--- src/rtl/div_seq.sv ---
// Multi-cycle restoring divider for DIV/DIVU: a 32-step FSM returning {remainder, quotient},
// with a combinational stall request while busy and annulment on flush.
module div_seq #(
    parameter int WIDTH = 32
) (
    input  logic                 clk,
    input  logic                 rst,
    input  logic                 signed_div_i,
    input  logic [WIDTH-1:0]     opdata1_i,
    input  logic [WIDTH-1:0]     opdata2_i,
    input  logic                 start_i,
    input  logic                 annul_i,
    output logic [2*WIDTH-1:0]   result_o,
    output logic                 ready_o,
    output logic                 stallreq_o
);

    localparam int CW = $clog2(WIDTH) + 1;

    typedef enum logic [1:0] {
        S_IDLE,
        S_BYZERO,
        S_ON,
        S_END
    } state_t;

    state_t               state_q, state_d;
    logic [CW-1:0]        cnt_q, cnt_d;
    logic [2*WIDTH:0]     work_q, work_d;
    logic [WIDTH-1:0]     divisor_q, divisor_d;
    logic                 neg_quot_q, neg_quot_d;
    logic                 neg_rem_q, neg_rem_d;
    logic [2*WIDTH-1:0]   result_q, result_d;
    logic                 ready_q, ready_d;

    logic                 op1_neg, op2_neg;
    logic [WIDTH-1:0]     abs1, abs2;
    logic [2*WIDTH:0]     shifted;
    logic [WIDTH+1:0]     trial;
    logic [WIDTH-1:0]     quot_w, rem_w;

    always_comb begin
        op1_neg = signed_div_i & opdata1_i[WIDTH-1];
        op2_neg = signed_div_i & opdata2_i[WIDTH-1];
        abs1    = op1_neg ? ({WIDTH{1'b0}} - opdata1_i) : opdata1_i;
        abs2    = op2_neg ? ({WIDTH{1'b0}} - opdata2_i) : opdata2_i;

        // Partial remainder lives in the upper 33 bits; a 34-bit trial exposes the borrow.
        shifted = {work_q[2*WIDTH-1:0], 1'b0};
        trial   = {1'b0, shifted[2*WIDTH:WIDTH]} - {2'b00, divisor_q};
        quot_w  = work_q[WIDTH-1:0];
        rem_w   = work_q[2*WIDTH-1:WIDTH];

        state_d    = state_q;
        cnt_d      = cnt_q;
        work_d     = work_q;
        divisor_d  = divisor_q;
        neg_quot_d = neg_quot_q;
        neg_rem_d  = neg_rem_q;
        result_d   = result_q;
        ready_d    = ready_q;

        case (state_q)
            S_IDLE: begin
                result_d = '0;
                ready_d  = 1'b0;
                if (start_i && !annul_i) begin
                    if (opdata2_i == '0) begin
                        state_d = S_BYZERO;
                    end else begin
                        state_d    = S_ON;
                        divisor_d  = abs2;
                        neg_quot_d = signed_div_i & (opdata1_i[WIDTH-1] ^ opdata2_i[WIDTH-1]);
                        neg_rem_d  = signed_div_i & opdata1_i[WIDTH-1];
                        work_d     = {{(WIDTH+1){1'b0}}, abs1};
                        cnt_d      = '0;
                    end
                end
            end
            S_BYZERO: begin
                if (annul_i) begin
                    state_d = S_IDLE;
                end else begin
                    state_d  = S_END;
                    result_d = '0;
                    ready_d  = 1'b1;
                end
            end
            S_ON: begin
                if (annul_i) begin
                    state_d = S_IDLE;
                    cnt_d   = '0;
                end else if (cnt_q == CW'(WIDTH)) begin
                    state_d  = S_END;
                    ready_d  = 1'b1;
                    result_d = {neg_rem_q  ? ({WIDTH{1'b0}} - rem_w)  : rem_w,
                                neg_quot_q ? ({WIDTH{1'b0}} - quot_w) : quot_w};
                end else begin
                    cnt_d = cnt_q + CW'(1);
                    if (!trial[WIDTH+1])
                        work_d = {trial[WIDTH:0], shifted[WIDTH-1:1], 1'b1};
                    else
                        work_d = shifted;
                end
            end
            S_END: begin
                if (annul_i || !start_i) begin
                    state_d  = S_IDLE;
                    ready_d  = 1'b0;
                    result_d = '0;
                end
            end
            default: begin
                state_d  = S_IDLE;
                ready_d  = 1'b0;
                result_d = '0;
            end
        endcase
    end

    always_ff @(posedge clk or negedge rst) begin
        if (!rst) begin
            state_q    <= S_IDLE;
            cnt_q      <= '0;
            work_q     <= '0;
            divisor_q  <= '0;
            neg_quot_q <= 1'b0;
            neg_rem_q  <= 1'b0;
            result_q   <= '0;
            ready_q    <= 1'b0;
        end else begin
            state_q    <= state_d;
            cnt_q      <= cnt_d;
            work_q     <= work_d;
            divisor_q  <= divisor_d;
            neg_quot_q <= neg_quot_d;
            neg_rem_q  <= neg_rem_d;
            result_q   <= result_d;
            ready_q    <= ready_d;
        end
    end

    assign result_o   = result_q;
    assign ready_o    = ready_q;
    // Combinational so EX stalls in the very cycle it raises the request.
    assign stallreq_o = start_i & ~annul_i & ~ready_q;

endmodule

--- config.mk ---
export PLATFORM = sky130hd
export DESIGN_NAME = div_seq
export DESIGN_NICKNAME = d
export VERILOG_FILES = /design/src/rtl/div_seq.sv
export SDC_FILE = /design/constraint.sdc
export NUM_CORES = 1
export LEC_CHECK = 0
export CAP_MARGIN = 10
export CORE_MARGIN = 2
export CORE_UTILIZATION = 57
export CTS_CLUSTER_DIAMETER = 150
export DETAILED_ROUTE_END_ITERATION = 10
export PLACE_DENSITY_LB_ADDON = 0.15
export SLEW_MARGIN = 20
export SYNTH_ARGS = -nofsm -noshare
export SYNTH_HDL_FRONTEND = slang
export SYNTH_SLANG_ARGS = --single-unit
export TNS_END_PERCENT = 30
--- constraint.sdc ---
create_clock -name clk -period 3.3 [get_ports clk]
set_input_delay 0.99 -clock clk [delete_from_list [all_inputs] [get_ports clk]]
set_output_delay 0.99 -clock clk [all_outputs]
set_load 0.1 [all_outputs]
After elaboration in Yosys (flattened, before gate mapping)
Cells that the tools add are included.
Word-level totals
  output and inout port bits: 66
  word-level logic and storage cells: 80
  flip-flop bits (word level): 171
Operators by class
  equal/unequal tests: 13
  bitwise operators: 9
  add/subtract/negate cells: 6
  multiplexer cells: 32
  reduce and logical (&&, ||, !) cells: 12
Operator list (number)
  $mux 64: 9
  $pmux 64 s4: 1
  $mux 32: 4
  $pmux 64 s2: 1
  $sub 1x32->32 const A: 4
  $sub 33x32->34: 1
  $logic_not 32->1: 1
  $mux 6: 4
  $ne 2x2->1 const B: 7
  $mux 2: 6
  $pmux 6 s2: 1
  $pmux 2 s4: 1
  $reduce_and 4->1: 2
  $add 6x1->6 const B: 1
  $eq 6x6->1 const B: 1
  $ne 3x3->1 const B: 2
  $reduce_and 3->1: 2
  $and 1x1->1: 5
  $reduce_and 5->1: 1
  $eq 2x2->1 const B: 2
  $mux 1: 4
  $pmux 1 s4: 1
  $not 1->1: 3
  $eq 2x1->1 const B: 1
  6 further kinds: 7

Longest topological paths before layout
Gate-level depths: netlist of run 1.
  depth in word-level cells: 5
  gate-level depth with buffers: 13
  depth with buffers taken out: 12

Least setup slack after synthesis of run 1
OpenSTA, ideal clock, no wires.
  kind: input -> output
  from: in annul_i
  to: out stallreq_o
  stages: 3
  data required time: 2310 ps
  data arrival time: 2424 ps
  path slack: -114 ps
  path through: inv_1 nand2_1 nor2_1
Between the ends
  word-level cells in the longest chain between the ends: 3
Ends and longest elaborated chain
  start, declared: RTL line 12  | input logic annul_i,
  $not 1->1: RTL line 146  | assign stallreq_o = start_i & ~annul_i & ~ready_q;
  $and 1x1->1 (2 in a row): RTL line 146
  end, declared: RTL line 15  | output logic stallreq_o
Every way passes these cells.

Worst setup path in the final report of run 1
  from: in opdata2_i[24]
  to: reg work_q[33]
Between the ends
  word-level cells in the longest chain between the ends: 3
Ends and longest elaborated chain
  start, declared: RTL line 10  | input logic [WIDTH-1:0] opdata2_i,
  $logic_not 32->1: RTL line 68  | if (opdata2_i == '0) begin
  $ne 2x2->1 (no source line)
  $reduce_and 5->1 (no source line)
  end signal, assigned: RTL line 134  | work_q <= work_d;
  end, declared: RTL line 29  | logic [2*WIDTH:0] work_q, work_d;
Every way passes these cells.
A chain may end at the register's enable or synchronous reset.

==> results of run 1 <==
-- flip-flops by register name (all words and copies together), names as in the netlist --
name / cells
divisor_q: 32
result_o: 64
neg_rem_q: 1
neg_quot_q: 1
ready_o: 1
work_q: 64
state_q: 2
cnt_q: 6
-- Yosys cell counts, drive strengths merged, types with 3 or more instances --
master     n  area [sq um]
o211ai     4          30.0
and4       3          26.3
o21a       6          45.0
nand2    231           867
o2111ai    7          61.3
ha        43           538
nand2b     7          43.8
clkbuf    45           169
inv       61           229
o21ai    190           951
nor2b      5          31.3
a2111oi    4          35.0
xor2      97           850
nor3      19          95.1
mux2       4          45.0
or3       17           111
and3       9          61.3
a21oi     81           417
nor4      11          83.8
a31oi     10          62.6
a211oi     4          30.0
buf       23           129
o31ai     43           328
xnor2     44           385
or2        9          56.3
dfrtp    171          4280
mux2i     28           280
o21bai     5          37.5
a22oi      3          22.5
or4       17           143
nand3     22           110
a21o      18           135
o221ai     3          26.3
a32o       3          30.0
a32oi      6          52.6
a221oi     4          35.0
o41ai     14           123
nor2      90           338
nand4      4          25.0
and2       7          43.8
-- final cells by class --
cell class | count | share of cell area
Clock buffer | 18 | 0.0297
Sequential cell | 171 | 0.289
Multi-Input combinational cell | 1092 | 0.464
Tap cell | 270 | 0.0228
Timing Repair Buffer | 275 | 0.167
Clock inverter | 14 | 0.0113
Inverter | 61 | 0.0155
-- worst max-delay path: cells and delay by family --
kind / cells / cell delay [ns]
AO/OA/AOI/OAI: 2 / 0.36
buffers and inverters: 5 / 0.69
AND/OR/NAND/NOR: 4 / 1.58
-- timing repair --
item	CTS	global route
endpoints found under the setup margin	71	73
gates resized for setup	8	50
cloned	0	4
pin swaps	8	19
setup buffers	1	7
-- metal layers --
layer | up-vias | part of all wire
met3 | 34 | 0.072
met5 | - | 0
met2 | 418 | 0.45
met4 | 0 | 0.011
li1 | 5370 | -
met1 | 5237 | 0.47
-- stage by stage --
| step | hold WS, ns | utilization | cells |
|---|---|---|---|
| 6_report | 0.484 | 0.739 | 1901 |
| 4_1_cts | 0.489 | 0.725 | 1890 |
| 5_1_grt | 0.521 | 0.739 | 1901 |
| 3_5_place_dp | 0.472 | 0.694 | 1857 |
| 2_1_floorplan | 0.448 | - | 1391 |
| 3_3_place_gp | 0.462 | 0.694 | 1857 |
-- cell families (layout without fill, tap and decap cells) --
family,Yosys count,count (layout),synth area share
multiplexers,32,32,0.0282
AND/OR/NAND/NOR,456,457,0.180
adder cells (fa/ha/maj),44,44,0.0483
XOR/XNOR,141,141,0.107
buffers and inverters,129,368,0.0456
flip-flops,171,171,0.370
AO/OA/AOI/OAI,418,418,0.221
-- cells in the final DEF, fill, tap and decap left out, types with 15 or more instances in the layout --
master / netlist / layout
nand3_1: 22 / 22
dfrtp_1: 171 / 171
nor2_1: 90 / 85
ha_1: 43 / 42
o31ai_1: 42 / 41
nor3_1: 19 / 17
a21oi_1: 80 / 79
o21ai_0: 177 / 167
xor2_1: 97 / 97
a21o_1: 18 / 18
o21ai_1: 13 / 19
or3_1: 16 / 15
mux2i_1: 28 / 28
xnor2_1: 44 / 44
nand2_1: 231 / 231
clkdlybuf4s50_1: 0 / 52
clkbuf_16: 0 / 20
buf_4: 2 / 188
inv_1: 61 / 61
-- final timing paths --
| kind | slack, ns | cells after the start | startpoint | endpoint |
|---|---|---|---|---|
| max | 0.01 | 11 | opdata2_i[24] | work_q[33]$_DFFE_PN0P_ |
| min | 0.48 | 2 | result_o[41]$_DFFE_PN0P_ | result_o[41]$_DFFE_PN0P_ |
| max reg2reg | 0.19 | 10 | work_q[38]$_DFFE_PN0P_ | work_q[48]$_DFFE_PN0P_ |
| min reg2reg | 0.48 | 2 | result_o[41]$_DFFE_PN0P_ | result_o[41]$_DFFE_PN0P_ |
| max in group asynchronous | 2.11 | 2 | rst | divisor_q[1]$_DFFE_PN0P_ |
| min in group asynchronous | 0.49 | 1 | rst | result_o[11]$_DFFE_PN0P_ |
-- power by group --
| part | internal [uW] | total, uW | switching (uW) |
|---|---|---|---|
| clock network | 1110 | 2070 | 958 |
| logic | 3520 | 8900 | 5390 |
| registers | 2710 | 3590 | 877 |
==> results.sh, run 1 <==
export IMPL_outcome="finished clean"
export IMPL_hold_viol=0
export IMPL_drt_total_wl_microns=32100
export IMPL_critical_path_arrival_ns=3.62
export IMPL_power_density_mw_per_mm2=984
export IMPL_dpl_hpwl_microns=24000
export IMPL_cts_sinks=171
export IMPL_grt_use_total=0.297
export IMPL_fp_row_count=52
export IMPL_fin_ws_ns=0.0109
export IMPL_drtIter0Drc=785
export IMPL_seq_area_sq_mm=0.00428
export IMPL_period_needed_ns=3.29
export IMPL_cts_htree_levels=4
export IMPL_power_uw=14600
export IMPL_use_met2=0.447
export IMPL_start_util=0.576
export IMPL_setup_viol=0
export IMPL_min_path_type="reg -> reg"
export IMPL_holdBufCountCts=0
export IMPL_critPathRequiredTime_ns=3.63
export IMPL_gp_congestion=0.953
export IMPL_dr_total_vias=11100
export IMPL_num_antenna_cells=0
export IMPL_dpl_instance_area_sq_mm=0.0139
export IMPL_place_ws_ns=-0.590
export IMPL_crit_type="in -> reg"
export IMPL_drive_gt1_frac=0.178
export IMPL_use_met3=0.0438
export IMPL_ys_seq_area_frac=0.370
export IMPL_grt_ovfl_total=0
export IMPL_drt_pass1_iterations=5
export IMPL_drv_slew=0
export IMPL_cts_buffers=17
export IMPL_maxSlewHeadroom=0.373
export IMPL_grt_pass1_wl_microns=52100
export IMPL_ant_nets=0
export IMPL_vias_per_cell=5.82
export IMPL_tns_ns=0
export IMPL_die_width_microns=146
export IMPL_syn2layout_area_growth_pct=28.1
export IMPL_die_area_sq_mm=0.0214
export IMPL_start_kind="input port"
export IMPL_fmax_mhz=304
export IMPL_drc=0
export IMPL_grt_pass1_vias=10200
export IMPL_root_buffer="clkbuf_16"
export IMPL_skew_ns=0.0170
export IMPL_tightest_slew_ns=0.940
export IMPL_maxCapViolCount=0
export IMPL_crit_path_end_kind="flop"
export IMPL_cp_max_fo=11
export IMPL_clkTransAtPathRegs_ns=0.07
export IMPL_vdd_drop_max_uv=585
export IMPL_multiInputGateArea_sq_mm=0.00687
export IMPL_grtUsageMet1=0.458
export IMPL_ys_flop_type="dfrtp_1"
export IMPL_grt_max_degree=59
export IMPL_nNetsFinal=1731
export IMPL_antenna_found_initial=0
export IMPL_syn_nets=1504
export IMPL_cpPeakStageDelay_ns=0.57
export IMPL_path_cells="clkdlybuf4s15_1 -> or4_4 -> or4_4 -> or4b_4 -> o21ai_4 -> buf_12 -> buf_12 -> buf_8 -> buf_12 -> nand2_1 -> o21ai_0"
export IMPL_leakagePower_uw=0.00692
export IMPL_busiest_layer="met1"
export IMPL_synth_async_reset_ratio=1.00
export IMPL_synth_distinct_cells=67
export IMPL_clkLatencyLatePin_ns=0.44
export IMPL_die_y_microns=146
export IMPL_wl_per_cell_microns=16.9
export IMPL_ys_ff_latch=171
export IMPL_core_sq_mm=0.0200
export IMPL_avgSynthCellArea_sq_um=8.30
export IMPL_slowest_stage="or4b_4"
export IMPL_portBuffers=134
export IMPL_postSynthCellCount=1391
export IMPL_io_pins=135
export IMPL_cp_common_cell="buf_12"
export IMPL_cts_buffer_depth=2
export IMPL_synth_edf_count=0
export IMPL_period_share=0.997
export IMPL_synth_area_sq_mm=0.0115
export IMPL_ys_warnings_count=0
export IMPL_n_fill_cell=1543
export IMPL_final_area_sq_mm=0.0148
export IMPL_cts_tree="built"
No activity file was read; power rests on OpenSTA's default activity.
==> inputs of run 2 (changes only) <==
--- a/config.mk
+++ b/config.mk
@@ -11,7 +11,7 @@
 export CTS_CLUSTER_DIAMETER = 150
 export DETAILED_ROUTE_END_ITERATION = 10
 export PLACE_DENSITY_LB_ADDON = 0.15
-export SLEW_MARGIN = 20
+export SLEW_MARGIN = 10
 export SYNTH_ARGS = -nofsm -noshare
 export SYNTH_HDL_FRONTEND = slang
 export SYNTH_SLANG_ARGS = --single-unit
==> results of run 2 <==
Final layout, timing and power as in run 1 (identical DEF).
